### src/rtl/mesh_sched_ctrl_if.sv
// Stream bundle between the pass scheduler, the host-side filter/ifmap
// sources, the mesh injection port and the mesh exit port.
interface mesh_sched_ctrl_if #(
  parameter int FILTER_WIDTH = 8
);
  localparam int DW = 3 * FILTER_WIDTH;

  logic          filt_valid;
  logic          filt_ready;
  logic [DW-1:0] filt_data;

  logic          ifm_valid;
  logic          ifm_ready;
  logic [DW-1:0] ifm_data;

  logic          pkt_valid;
  logic          pkt_ready;
  logic [DW+8:0] pkt_data;

  logic          res_valid;
  logic          res_ready;
  logic [DW+3:0] res_data;

  // Scheduler side
  modport master (
    input  filt_valid, filt_data,
    output filt_ready,
    input  ifm_valid, ifm_data,
    output ifm_ready,
    output pkt_valid, pkt_data,
    input  pkt_ready,
    input  res_valid, res_data,
    output res_ready
  );

  // Sources, mesh and result sink side
  modport slave (
    output filt_valid, filt_data,
    input  filt_ready,
    output ifm_valid, ifm_data,
    input  ifm_ready,
    input  pkt_valid, pkt_data,
    output pkt_ready,
    output res_valid, res_data,
    input  res_ready
  );
endinterface

### src/rtl/mesh_sched_ctrl.sv
// Sequences one convolution pass: routes filter then ifmap words into the
// mesh through a one-deep output register and counts returning results.
module mesh_sched_ctrl #(
  parameter int                  FILTER_WIDTH     = 8,
  parameter int                  NUM_PE           = 4,
  parameter int                  ROWS_PER_PE      = 3,
  parameter int                  EXPECTED_RESULTS = 4,
  parameter logic [5*NUM_PE-1:0] ROUTE_TABLE      = 20'b01011_01111_10011_11011
) (
  input  logic                                     clk,
  input  logic                                     reset,
  input  logic                                     start,
  output logic                                     busy,
  output logic                                     done,
  output logic [$clog2(EXPECTED_RESULTS+1)-1:0]    result_count,
  output logic [4+3*FILTER_WIDTH-1:0]              last_result,
  output logic                                     err_stray,
  mesh_sched_ctrl_if.master                        bus
);

  localparam int               DW       = 3 * FILTER_WIDTH;
  localparam int               CNT_W    = $clog2(EXPECTED_RESULTS + 1);
  localparam logic [2:0]       LAST_PE  = 3'(NUM_PE - 1);
  localparam logic [2:0]       LAST_ROW = 3'(ROWS_PER_PE - 1);
  localparam logic [CNT_W-1:0] CNT_MAX  = CNT_W'(EXPECTED_RESULTS);
  localparam logic [CNT_W-1:0] CNT_PEN  = CNT_W'(EXPECTED_RESULTS - 1);

  typedef enum logic [2:0] {
    S_IDLE,
    S_FILTER,
    S_IFMAP,
    S_DRAIN,
    S_DONE
  } state_t;

  state_t        state;
  state_t        state_nxt;
  logic [2:0]    pe_idx;
  logic [2:0]    pe_nxt;
  logic [2:0]    row_idx;
  logic [2:0]    row_nxt;
  logic          can_load;
  logic          filt_hs;
  logic          ifm_hs;
  logic          res_count_en;
  logic          results_full_nxt;
  logic [4:0]    route_hdr;

  // The output register may take a new packet when empty or emptying now.
  assign can_load      = !bus.pkt_valid || bus.pkt_ready;
  assign bus.filt_ready = (state == S_FILTER) && can_load;
  assign bus.ifm_ready  = (state == S_IFMAP) && can_load;
  assign filt_hs       = bus.filt_valid && bus.filt_ready;
  assign ifm_hs        = bus.ifm_valid && bus.ifm_ready;
  assign bus.res_ready  = !reset;

  assign busy = (state == S_FILTER) || (state == S_IFMAP) || (state == S_DRAIN);
  assign done = (state == S_DONE);

  assign res_count_en     = bus.res_valid && busy && (result_count != CNT_MAX);
  assign results_full_nxt = (result_count == CNT_MAX) ||
                            (res_count_en && (result_count == CNT_PEN));

  always_comb begin
    route_hdr = '0;
    for (int i = 0; i < NUM_PE; i++) begin
      if (pe_idx == 3'(i)) begin
        route_hdr = ROUTE_TABLE[5*i +: 5];
      end
    end
  end

  // Drain looks at next-cycle count and occupancy so a final result and a
  // final packet accept in the same cycle reach DONE on the very next edge.
  always_comb begin
    state_nxt = state;
    pe_nxt    = pe_idx;
    row_nxt   = row_idx;
    case (state)
      S_IDLE: begin
        pe_nxt  = '0;
        row_nxt = '0;
        if (start) begin
          state_nxt = S_FILTER;
        end
      end
      S_FILTER: begin
        if (filt_hs) begin
          if (pe_idx == LAST_PE) begin
            pe_nxt    = '0;
            state_nxt = S_IFMAP;
          end else begin
            pe_nxt = pe_idx + 3'd1;
          end
        end
      end
      S_IFMAP: begin
        if (ifm_hs) begin
          if (pe_idx == LAST_PE) begin
            pe_nxt = '0;
            if (row_idx == LAST_ROW) begin
              state_nxt = S_DRAIN;
            end else begin
              row_nxt = row_idx + 3'd1;
            end
          end else begin
            pe_nxt = pe_idx + 3'd1;
          end
        end
      end
      S_DRAIN: begin
        if (results_full_nxt && can_load) begin
          state_nxt = S_DONE;
        end
      end
      S_DONE: begin
        state_nxt = S_IDLE;
      end
      default: begin
        state_nxt = S_IDLE;
      end
    endcase
  end

  always_ff @(posedge clk or posedge reset) begin
    if (reset) begin
      state   <= S_IDLE;
      pe_idx  <= '0;
      row_idx <= '0;
    end else begin
      state   <= state_nxt;
      pe_idx  <= pe_nxt;
      row_idx <= row_nxt;
    end
  end

  always_ff @(posedge clk or posedge reset) begin
    if (reset) begin
      bus.pkt_valid <= 1'b0;
      bus.pkt_data  <= '0;
    end else if (filt_hs) begin
      bus.pkt_valid <= 1'b1;
      bus.pkt_data  <= {bus.filt_data, 1'b0, 3'b000, route_hdr};
    end else if (ifm_hs) begin
      bus.pkt_valid <= 1'b1;
      bus.pkt_data  <= {bus.ifm_data, 1'b1, row_idx, route_hdr};
    end else if (bus.pkt_ready) begin
      bus.pkt_valid <= 1'b0;
    end
  end

  // A result seen in IDLE is stray even on the cycle a new pass starts.
  always_ff @(posedge clk or posedge reset) begin
    if (reset) begin
      result_count <= '0;
      last_result  <= '0;
      err_stray    <= 1'b0;
    end else if ((state == S_IDLE) && start) begin
      result_count <= '0;
      err_stray    <= bus.res_valid;
    end else if (res_count_en) begin
      result_count <= result_count + CNT_W'(1);
      last_result  <= bus.res_data;
    end else if (bus.res_valid) begin
      err_stray    <= 1'b1;
    end
  end

endmodule
### src/flat_wrapper.sv
// flat-port wrapper written by rule: the top's interface ports become plain ports
module mesh_sched_ctrl_flat 
#(
  parameter int                  FILTER_WIDTH     = 8,
  parameter int                  NUM_PE           = 4,
  parameter int                  ROWS_PER_PE      = 3,
  parameter int                  EXPECTED_RESULTS = 4,
  parameter logic [5*NUM_PE-1:0] ROUTE_TABLE      = 20'b01011_01111_10011_11011
)
  (clk, reset, start, busy, done, result_count, last_result, err_stray, bus_filt_valid, bus_filt_data, bus_filt_ready, bus_ifm_valid, bus_ifm_data, bus_ifm_ready, bus_pkt_valid, bus_pkt_data, bus_pkt_ready, bus_res_valid, bus_res_data, bus_res_ready);
  mesh_sched_ctrl_if #(.FILTER_WIDTH(FILTER_WIDTH)) bus_i ();
  input  logic clk;
  input  logic reset;
  input  logic start;
  output logic busy;
  output logic done;
  output logic [$clog2(EXPECTED_RESULTS+1)-1:0] result_count;
  output logic [4+3*FILTER_WIDTH-1:0] last_result;
  output logic err_stray;
  input wire logic [$bits(bus_i.filt_valid)-1:0] bus_filt_valid;
  input wire logic [$bits(bus_i.filt_data)-1:0] bus_filt_data;
  output wire logic [$bits(bus_i.filt_ready)-1:0] bus_filt_ready;
  input wire logic [$bits(bus_i.ifm_valid)-1:0] bus_ifm_valid;
  input wire logic [$bits(bus_i.ifm_data)-1:0] bus_ifm_data;
  output wire logic [$bits(bus_i.ifm_ready)-1:0] bus_ifm_ready;
  output wire logic [$bits(bus_i.pkt_valid)-1:0] bus_pkt_valid;
  output wire logic [$bits(bus_i.pkt_data)-1:0] bus_pkt_data;
  input wire logic [$bits(bus_i.pkt_ready)-1:0] bus_pkt_ready;
  input wire logic [$bits(bus_i.res_valid)-1:0] bus_res_valid;
  input wire logic [$bits(bus_i.res_data)-1:0] bus_res_data;
  output wire logic [$bits(bus_i.res_ready)-1:0] bus_res_ready;
  assign bus_i.filt_valid = bus_filt_valid;
  assign bus_i.filt_data = bus_filt_data;
  assign bus_filt_ready = bus_i.filt_ready;
  assign bus_i.ifm_valid = bus_ifm_valid;
  assign bus_i.ifm_data = bus_ifm_data;
  assign bus_ifm_ready = bus_i.ifm_ready;
  assign bus_pkt_valid = bus_i.pkt_valid;
  assign bus_pkt_data = bus_i.pkt_data;
  assign bus_i.pkt_ready = bus_pkt_ready;
  assign bus_i.res_valid = bus_res_valid;
  assign bus_i.res_data = bus_res_data;
  assign bus_res_ready = bus_i.res_ready;
  mesh_sched_ctrl #(.FILTER_WIDTH(FILTER_WIDTH), .NUM_PE(NUM_PE), .ROWS_PER_PE(ROWS_PER_PE), .EXPECTED_RESULTS(EXPECTED_RESULTS), .ROUTE_TABLE(ROUTE_TABLE)) u_core (.clk(clk), .reset(reset), .start(start), .busy(busy), .done(done), .result_count(result_count), .last_result(last_result), .err_stray(err_stray), .bus(bus_i));
endmodule
### config.mk
export PLATFORM = sky130hd
export DESIGN_NAME = mesh_sched_ctrl_flat
export DESIGN_NICKNAME = d
export VERILOG_FILES = /design/src/rtl/mesh_sched_ctrl_if.sv /design/src/rtl/mesh_sched_ctrl.sv /design/src/flat_wrapper.sv
export SDC_FILE = /design/constraint.sdc
export NUM_CORES = 1
export LEC_CHECK = 0
export BUFFER_PORTS_ARGS = -buffer_cell sky130_fd_sc_hd__buf_4
export CAP_MARGIN = 10
export CORE_MARGIN = 5
export CORE_UTILIZATION = 46
export CTS_CLUSTER_SIZE = 14
export DETAILED_ROUTE_END_ITERATION = 7
export GPL_ROUTABILITY_DRIVEN = 1
export GPL_TIMING_DRIVEN = 0
export PLACE_DENSITY_LB_ADDON = 0.05
export SYNTH_ARGS = -nofsm -noshare
export SYNTH_HDL_FRONTEND = slang
export SYNTH_SLANG_ARGS = --single-unit
### constraint.sdc
create_clock -name clk -period 3 [get_ports clk]
set_input_delay 0.3 -clock clk [delete_from_list [all_inputs] [get_ports clk]]
set_output_delay 0.3 -clock clk [all_outputs]
set_load 0.005 [all_outputs]
# Yosys cells after proc, flatten, opt, wreduce, memory -nomap -nowiden
# Index checks and enable logic that the tools add are counted.
[op_classes] eq_ne=20 addsub=3 reduce_logical=28 bitwise_logic=1 mux=30
[op_table] operator="33-bit 2-to-1 mux" count=2
[op_table] operator="3-bit 2-to-1 mux" count=15
[op_table] operator="5-bit 2-to-1 mux" count=4
[op_table] operator="3-bit by 2-bit equality test with 1-bit output (second input constant)" count=6
[op_table] operator="2-bit != test (second input constant)" count=7
[op_table] operator="3-bit one-hot mux with 4 select lines" count=1
[op_table] operator="3-bit by 1-bit adder with 3-bit output (second input constant)" count=3
[op_table] operator="1-bit logical AND" count=9
[op_table] operator="3-bit one-hot mux with 3 select lines" count=1
[op_table] operator="2-bit nonzero test" count=4
[op_table] operator="7-bit AND reduction" count=1
[op_table] operator="3-bit by 1-bit equality test with 1-bit output (second input constant)" count=2
[op_table] operator="3-bit equality test (second input constant)" count=2
[op_table] operator="3-bit logical NOT" count=2
[op_table] operator="1-bit 2-to-1 mux" count=6
[op_table] operator="3-bit one-hot mux with 2 select lines" count=1
[op_table] operator="3-bit nonzero test" count=2
[op_table] operator="1-bit logical OR" count=4
[op_table] operator="2-bit by 1-bit != test with 1-bit output (second input constant)" count=2
[op_table] operator="2-bit AND reduction" count=2
[op_table] operator="4-bit AND reduction" count=1
[op_table] operator="3-bit != test (second input constant)" count=1
[op_table] operator="3-bit AND reduction" count=1
[op_table] operator="1-bit logical NOT" count=2
[op_table] operator="1-bit inverter" count=1
[totals] elab_cells=90 ff_bits=75 output_inout_bits=71 inputBits=83

# Longest topological paths before layout
[depth] word_depth=10 ltp_mapped=7

# Worst setup path before layout
# OpenSTA, ideal clock, no wires.
[synth_timing] path_kind="in2out" from="input port reset" to="output port bus_res_ready" arrival_ns=1.856 slack_ns=0.844 cell_stages=1 required_ns=2.700 cell_sequence="inv_1"
[synth_via] elab_chain_len=1
[synth_lines] item="start, declared" line_no="flat_wrapper.sv:13" text="input logic reset;"
[synth_lines] item="1-bit logical NOT" line_no="mesh_sched_ctrl.sv:55" text="assign bus.res_ready = !reset;"
[synth_lines] item="end, declared" line_no="flat_wrapper.sv:31" text="output wire logic [$bits(bus_i.res_ready)-1:0] bus_res_ready;"
# Every way passes these cells.

# Worst setup path in the final report
# Same ends and word-level chain as after synthesis.

==> results.json <==
{
  "start_util": 0.479,
  "max_freq_mhz": 493,
  "ys_types": 41,
  "dr.first_iter.drc_count": 70,
  "clock_skew_ns": 0.00904,
  "worstMarginPinSlew_ns": 0.452,
  "cts_tree": "yes",
  "first_pass_iters": 4,
  "cellPowerDensity_nw_per_um2": 973,
  "drive_above_1_share": 0.483,
  "postLayoutCoreUtil": 0.708,
  "status": "finished, final reports clean",
  "worst_ir_drop_vdd_mv": 0.464,
  "p_clk_frac": 0.215,
  "totalWireLength_mm": 8.27,
  "wl_per_cell_um": 14.8,
  "setup_ws_ns": 0.973,
  "grt_remaining_overflow": 0,
  "p_comb_frac": 0.431,
  "path_cells": "dlygate4sd3_1, buf_4, inv_4, buf_16, buf_4",
  "dp_slack_ns": 1.21,
  "yosys-top-cells-area": "dfrtp_1, mux2_2, nand2_1",
  "viasPerCell": 4.87,
  "finish.instance_area_um2": 4860,
  "grt_first_pass_wirelength_mm": 13.1,
  "fin_crit_ns": 2.03,
  "rsz0062_at_grt": "no",
  "drcViolationCount": 0,
  "fin_crit_sh": 0.676,
  "row_count": 30,
  "insertion_delay_ns": 0.34,
  "synth_edf_count": 0,
  "yosysMostFrequentCell": "dfrtp_1",
  "vias": 2716,
  "dpl.hpwl_mm": 6.34,
  "synthArstFlopShare": 1.00,
  "cpMostUsedCell": "buf_4",
  "setup_viol": 0,
  "hold_violations": 0,
  "syn2layout_area_growth_pct": 47.9,
  "nets": 549,
  "cts_made_buffers": 9,
  "root_buffer": "clkbuf_8",
  "synth_common_cells": "dfrtp_1, nand2_1, mux2_2",
  "grt_use_total": 0.191,
  "n_antenna_cell": 0,
  "internal-power_w": 0.00323,
  "die_h_um": 94.5,
  "synth_fp_nets": 383,
  "antenna_found_initial": 0,
  "h-tree-depth": 3,
  "min_path_type": "input pin to flop",
  "seq_area_frac_synth": 0.563,
  "netlist_area_um2": 3290,
  "ys_warn_count": 0,
  "slew_viol_final": 0,
  "total_leakage_power_nw": 2.49,
  "num_io_pins": 154,
  "start_kind": "input pin",
  "cp_data_required_time_ns": 2.70,
  "synth_ff_type": "dfrtp_1",
  "grt_pass1_vias": 2737,
  "power_switching_share": 0.317,
  "cts-resized-gates": 0,
  "switching_power_w": 0.00150,
  "clock_path_buffers": 2,
  "cts_sinks": 74,
  "slowest_delay_ns": 0.54,
  "post_cts_buffers": 0,
  "synthCells": 291,
  "core_um2": 6870,
  "placed_cell_area_um2": 4590,
  "slew_headroom": 0.698,
  "grt_max_degree": 53,
  "io_buffer_count": 153,
  "cp_slowest_cell": "dlygate4sd3_1",
  "synth.avg_cell_area_um2": 11.3,
  "synth_seq_cells": 74,
  "cts-hold-fix-buffers": 1,
  "worstSetupPathType": "input pin to output pin",
  "path_clk_slew_ns": 0.08,
  "detail-route-antenna-nets": 0,
  "crit_arrival_ns": 1.73,
  "die-area_um2": 8940,
  "finalWeightedCongestion": 0.794,
  "whs_ns": 0.169,
  "seq_power_share": 0.354,
  "post-synth-top-area-fraction": 0.563,
  "drv_cap": 0,
  "die_w_um": 94.5,
  "synth.largest_area_cell": "dfrtp_1",
  "end_kind": "output pin",
  "cp_max_fo": 52
}
## power by group through the flow
stage          logic [W]  clock network (W)  registers, W
4_1_cts          0.00208            0.00104       0.00168
2_1_floorplan    0.00102                  0       0.00171
3_5_place_dp     0.00208                  0       0.00169
6_report         0.00204            0.00102       0.00168
3_3_place_gp     0.00204                  0       0.00167
5_1_grt          0.00228            0.00109       0.00174
## worst paths after layout
| check | to | from | slack [ns] | cells past startpoint |
|---|---|---|---|---|
| worst max-delay path | bus_res_ready | reset | 0.97 | 5 |
| worst min-delay path | u_core.bus.pkt_data[21] | bus_filt_data[12] | 0.17 | 3 |
| worst max register to register | u_core.state[0] | u_core.state[0] | 1.19 | 6 |
| worst min register to register | u_core.bus.pkt_data[9] | u_core.bus.pkt_data[9] | 0.47 | 2 |
| max in group asynchronous | u_core.bus.pkt_data[4] | reset | 1.96 | 4 |
| min in group asynchronous | u_core.bus.pkt_data[18] | reset | 0.48 | 3 |
## cell families after synthesis
group	after synthesis	share of synthesized area
buffers and inverters	26	0.0377
AO/OA/AOI/OAI	49	0.112
flip-flops	74	0.563
adder cells (fa/ha/maj)	9	0.0343
multiplexers	32	0.110
AND/OR/NAND/NOR	99	0.138
XOR/XNOR	2	0.00533
## metal layers
| layer | routed length (um) | up-vias | part of all wire | global-route usage |
|---|---|---|---|---|
| li1 | - | 1340 | - | - |
| met5 | 0 | - | 0 | 0 |
| met1 | 3370 | 1254 | 0.41 | 0.238 |
| met4 | 71 | 0 | 0.0086 | 0.0793 |
| met2 | 3880 | 116 | 0.47 | 0.294 |
| met3 | 949 | 6 | 0.11 | 0.0781 |
## flip-flops by register name, indices dropped and copies added, names as in the netlist
name / count
u_core.row_idx: 3
u_core.state: 3
u_core.result_count: 3
u_core.bus.pkt_data: 32
u_core.last_result: 28
u_core.bus.pkt_valid: 1
u_core.err_stray: 1
u_core.pe_idx: 3
## metrics by stage
stage / std cells / setup TNS (ns) / power [W]
after floorplan: 291 / 0 / 0.00274
after global placement: 540 / -9.06 / 0.00371
after detailed placement: 541 / 0 / 0.00377
after CTS: 558 / 0 / 0.00480
after global routing: 558 / 0 / 0.00511
final: 558 / 0 / 0.00473
## placed cells by master, fill, tap and decap left out, types with 2 or more instances in the layout
cell         n
o21ai_0      7
or3_1        2
buf_2       12
nand2_1     61
nand3_2      2
nand3_1      6
ha_1         9
dfrtp_1     74
nor2_1      11
nand2b_1     4
a21boi_0     2
nor2b_1      2
a22o_1       4
bufinv_16    4
clkbuf_8     9
mux2_2      32
a31oi_1      2
inv_1        7
buf_4      154
a22oi_1     24
a21oi_1      2
clkbuf_1     5
and3_1       2
## worst max-delay path: cells and delay by family
kind     cells  cell delay [ns]
buf+inv      5             1.38
## final cells by class
type | count | area [um2]
Clock inverter | 6 | 138
Clock buffer | 10 | 128
Tap cell | 96 | 120
Sequential cell | 74 | 1850
Fill cell | 545 | 2010
Timing Repair Buffer | 155 | 1190
Buffer | 18 | 93.8
Inverter | 8 | 32.5
Multi-Input combinational cell | 191 | 1310
Power figures use the tool's default switching activity.
